==> src/rtl/alu_pkg.sv <==
// Shared ALU definitions: default datapath width and the opcode encoding.
package alu_pkg;

    localparam int unsigned DEFAULT_WIDTH = 8;

    typedef enum logic [3:0] {
        OP_ADD  = 4'b0000,
        OP_SUB  = 4'b0001,
        OP_MUL  = 4'b0010,
        OP_DIV  = 4'b0011,
        OP_SHL  = 4'b0100,
        OP_SHR  = 4'b0101,
        OP_ROL  = 4'b0110,
        OP_ROR  = 4'b0111,
        OP_AND  = 4'b1000,
        OP_OR   = 4'b1001,
        OP_XOR  = 4'b1010,
        OP_NOR  = 4'b1011,
        OP_NAND = 4'b1100,
        OP_XNOR = 4'b1101,
        OP_GT   = 4'b1110,
        OP_EQ   = 4'b1111
    } alu_op_e;

endpackage

==> src/rtl/alu8_comb.sv <==
// Combinational ALU core: result and carry/borrow/overflow for one opcode.
module alu8_comb
    import alu_pkg::*;
#(
    parameter int unsigned WIDTH = DEFAULT_WIDTH
) (
    input  logic [WIDTH-1:0] a,
    input  logic [WIDTH-1:0] b,
    input  logic [3:0]       sel,
    output logic [WIDTH-1:0] z_c,
    output logic             carry_c
);

    localparam int unsigned PW = 2 * WIDTH;

    alu_op_e          op;
    logic [WIDTH:0]   sum;
    logic [WIDTH:0]   diff;
    logic [PW-1:0]    prod;

    always_comb begin
        op      = alu_op_e'(sel);
        sum     = {1'b0, a} + {1'b0, b};
        diff    = {1'b0, a} - {1'b0, b};
        prod    = PW'(a) * PW'(b);
        z_c     = '0;
        carry_c = 1'b0;
        case (op)
            OP_ADD: begin
                z_c     = sum[WIDTH-1:0];
                carry_c = sum[WIDTH];
            end
            OP_SUB: begin
                z_c     = diff[WIDTH-1:0];
                carry_c = diff[WIDTH];
            end
            OP_MUL: begin
                z_c     = prod[WIDTH-1:0];
                carry_c = |prod[PW-1:WIDTH];
            end
            // Divide by zero saturates and raises carry instead of producing X
            OP_DIV: begin
                if (b == '0) begin
                    z_c     = '1;
                    carry_c = 1'b1;
                end else begin
                    z_c = a / b;
                end
            end
            OP_SHL: begin
                z_c     = a << 1;
                carry_c = a[WIDTH-1];
            end
            OP_SHR: begin
                z_c     = a >> 1;
                carry_c = a[0];
            end
            OP_ROL: begin
                z_c     = {a[WIDTH-2:0], a[WIDTH-1]};
                carry_c = a[WIDTH-1];
            end
            OP_ROR: begin
                z_c     = {a[0], a[WIDTH-1:1]};
                carry_c = a[0];
            end
            OP_AND:  z_c = a & b;
            OP_OR:   z_c = a | b;
            OP_XOR:  z_c = a ^ b;
            OP_NOR:  z_c = ~(a | b);
            OP_NAND: z_c = ~(a & b);
            OP_XNOR: z_c = ~(a ^ b);
            OP_GT:   z_c = WIDTH'(a > b);
            OP_EQ:   z_c = WIDTH'(a == b);
        endcase
    end

endmodule

==> src/rtl/alu8.sv <==
// Registered ALU execute stage: one-cycle latency, synchronous reset.
module alu8
    import alu_pkg::*;
#(
    parameter int unsigned WIDTH = DEFAULT_WIDTH
) (
    input  logic             clk,
    input  logic             rst,
    input  logic [WIDTH-1:0] a,
    input  logic [WIDTH-1:0] b,
    input  logic [3:0]       sel,
    output logic [WIDTH-1:0] z,
    output logic             carry,
    output logic             zero
);

    logic [WIDTH-1:0] z_c;
    logic             carry_c;

    logic [WIDTH-1:0] z_d,     z_q;
    logic             carry_d, carry_q;
    logic             zero_d,  zero_q;

    alu8_comb #(.WIDTH(WIDTH)) u_comb (
        .a       (a),
        .b       (b),
        .sel     (sel),
        .z_c     (z_c),
        .carry_c (carry_c)
    );

    // zero is derived from the value about to be registered so it tracks z
    always_comb begin
        z_d     = z_c;
        carry_d = carry_c;
        zero_d  = (z_c == '0);
    end

    always_ff @(posedge clk) begin
        if (rst) begin
            z_q     <= '0;
            carry_q <= 1'b0;
            zero_q  <= 1'b0;
        end else begin
            z_q     <= z_d;
            carry_q <= carry_d;
            zero_q  <= zero_d;
        end
    end

    assign z     = z_q;
    assign carry = carry_q;
    assign zero  = zero_q;

endmodule

==> config.mk <==
export PLATFORM = sky130hd
export DESIGN_NAME = alu8
export DESIGN_NICKNAME = d
export VERILOG_FILES = /design/src/rtl/alu_pkg.sv /design/src/rtl/alu8_comb.sv /design/src/rtl/alu8.sv
export SDC_FILE = /design/constraint.sdc
export NUM_CORES = 1
export LEC_CHECK = 0
export CAP_MARGIN = 20
export CORE_ASPECT_RATIO = 0.9
export CORE_UTILIZATION = 54
export DETAILED_ROUTE_END_ITERATION = 10
export PLACE_DENSITY = 0.73
export SLEW_MARGIN = 40
export SYNTH_ARGS = -nofsm -noshare
export SYNTH_HDL_FRONTEND = slang
export SYNTH_SLANG_ARGS = --single-unit
==> constraint.sdc <==
create_clock -name clk -period 15.5 [get_ports clk]
set_clock_uncertainty 0.05 [all_clocks]
set_input_delay 1.55 -clock clk [delete_from_list [all_inputs] [get_ports clk]]
set_output_delay 1.55 -clock clk [all_outputs]
set_load 0.03 [all_outputs]
==> flow_summary.yaml <==
die:
  die_w_um: 110
  start_util_pct: 55.3
  num_rows: 35
  die-area_sq_um: 10900
  coreArea_sq_um: 10200
  io_pins: 32
  die_h_um: 98.9
pwr:
  power.density_nw_per_um2: 70.8
  combPwrFrac_pct: 81.7
  power.leakage_uw: 0.00282
  seq_power_share_pct: 6.6
  p_sw_share_pct: 49.9
  peakVddDrop_v: 0.0000612
  p_int_uw: 218
  power_frac_clock_pct: 11.6
  p_switching_uw: 217
detailed_routing:
  dr_wl_met2_um: 7940
  first_iter_violations: 528
  vias: 5748
  via_per_inst: 6.59
  wl_met1_um: 7040
  finalWirelength_um: 17600
  highest_layer: "met5"
  dr.pass1.iters: 6
  dr_wl_met3_um: 1970
  drc: 0
  ant_nets: 0
  routedWlPerCell_um: 20.2
sta:
  setup_tns_ns: 0
  fmax_mhz: 74.7
  fin_crit_sh_pct: 86.4
  finalSetupViolations: 0
  hold_viol: 0
  tightest_slew_ns: 0.787
  setup_ws_ns: 2.11
  slew-limit-headroom_pct: 46.8
  drv_slew: 0
  period_needed_ns: 13.39
  rsz0062_at_grt: "no"
clock_network:
  postCtsHoldBufs: 0
  ctsResizeCount: 0
  post_cts_buffers: 0
  cts_sinks: 10
  cts_tree: "built"
  cts_htree_levels: 1
  cts_buffers: 3
  clkTransAtPathRegs_ns: 0.04
  clockBufferDepth: 2
  cts_root_buf: "clkbuf_16"
cells_and_area:
  insertedDiodeCount: 0
  final_core_util_pct: 60.2
  stdcell_count: 872
  n_fill_cell: 920
  final_area_sq_um: 6140
  drive_gt1_share_pct: 5.65
  seqCellArea_sq_um: 200
  syn_to_final_growth_pct: 8.96
  multi_input_area_sq_um: 5040
  final_nets: 903
logic_synthesis:
  syn_avg_cell_area_sq_um: 7.74
  ys_async_sr_fraction_pct: 0
  ys_seq_area_share_pct: 3.55
  yosysUniqueCellTypes: 71
  syn_inst: 729
  ys_ff_latch: 10
  yosysWarnings: 0
  synth_flop_cell: "dfxtp_1"
  synth-edff-count: 0
  syn_nets: 888
  syn-cell-area_sq_um: 5640
placement:
  port_buffers: 31
  placed_area_sq_um: 6060
  dpl_worst_slack_ns: 2.11
  dpl.hpwl_um: 13500
  dpl.cell_count: 868
  gp_congestion: 1.02
global_routing:
  grt_max_degree: 41
  grtUsageTotal_pct: 33.5
  antenna_found_initial: 0
  first_global_vias: 5588
  grt_pass1_wl_um: 28200
  grt_overflow: 0
critical_path:
  worstSetupPathType: "input pin to register"
  worstPathMaxFanout: 9
  startpoint_type: "input pin"
  crit_path_end_kind: "register"
  crit_required_ns: 15.59
  crit_arrival_ns: 13.48
  slowest_stage: "or4_1"
  timing.critical_path.mode_cell: "ha_1"
  max_stage_delay_ns: 0.80
status:
  status: "finished, final reports clean"
worst_hold_path:
  min_path_type: "input pin to register"
flow_run:
  cap_viol_max_count: 0
cell usage in the layout (no fill, tap or decap), types with 7 or more instances in the layout:
cell,instances
o22ai_1,7
nand2b_1,7
a211oi_1,7
mux2_2,15
ha_1,99
clkinv_1,9
fa_1,38
nand2_1,35
o21ai_0,23
nor2_1,93
mux2i_1,18
nand4_1,7
a21o_1,10
dfxtp_1,10
xor2_1,13
o211ai_1,7
a21oi_1,37
clkdlybuf4s50_1,31
nor3_1,25
buf_4,7
o21a_1,12
nor2b_1,11
xnor2_1,17
inv_1,69
and3_1,8
a31oi_1,8
nand3_1,14
kinds of logic (layout without fill, tap and decap cells):
logic type,count (synthesis),in the layout,synth area share (%)
and+or+nand+nor,243,243,21.3
DFF,10,10,3.55
buffers and inverters,106,120,7.32
adders and majority gates,137,137,35.5
AOI/OAI and AO/OA,167,167,20.7
xor gates and xnor gates,30,30,4.66
muxes,36,36,6.99
critical path: cells and delay by family:
kind,cells,cell delay (ns)
AOI/OAI and AO/OA,18,4.63
adders and majority gates,7,2.12
buffers and inverters,2,0.85
muxes,5,1.56
and+or+nand+nor,11,2.76
state kept, by name (all words and copies together) (netlist names):
name   cells
zero       1
z          8
carry      1
synthesized netlist by cell type (all sizes together) (11+ instances only):
cell type  instances  area, sq um
clkbuf            21         78.8
mux2              18          214
o21ai             25          125
nand3             14         70.1
inv               69          259
xor2              13          114
ha                99         1240
nor2b             11         68.8
nor3              26          141
o21a              12         90.1
xnor2             17          149
a21oi             37          185
nand2             35          131
fa                38          761
nor2              93          349
mux2i             18          180
final cells by class:
type                            count  area share (%)
Clock buffer                        4            1.45
Inverter                           78            4.76
Multi-Input combinational cell    613            82.0
Sequential cell                    10            3.26
Tap cell                          129            2.63
Timing Repair Buffer               38            5.91
metal layers:
layer  vias up  track usage (%)
met2       344             53.6
li1       2634                -
met3        62             7.74
met4         2             10.9
met1      2706             44.4
met5         -                0
path summary, 6_finish.rpt:
path | startpoint | endpoint | depth (start not counted)
setup / recovery | b[7] | zero | 43
hold / removal | rst | z[4] | 2
power by group through the flow:
stage	clock network (uW)	logic (uW)	registers (uW)
floorplan	0	259	34.2
global placement	0	333	29.2
detailed placement	0	347	29.3
CTS	51.4	351	28.9
global route	53.4	397	29.0
finish	50.6	356	28.9
per-stage QoR:
stage | hold slack [ns] | power (uW)
floorplan | 1.71 | 293
global placement | 2.25 | 363
detailed placement | 2.25 | 376
CTS | 2.02 | 431
global route | 2.08 | 479
finish | 2.04 | 435
Power figures use the tool's default switching activity.
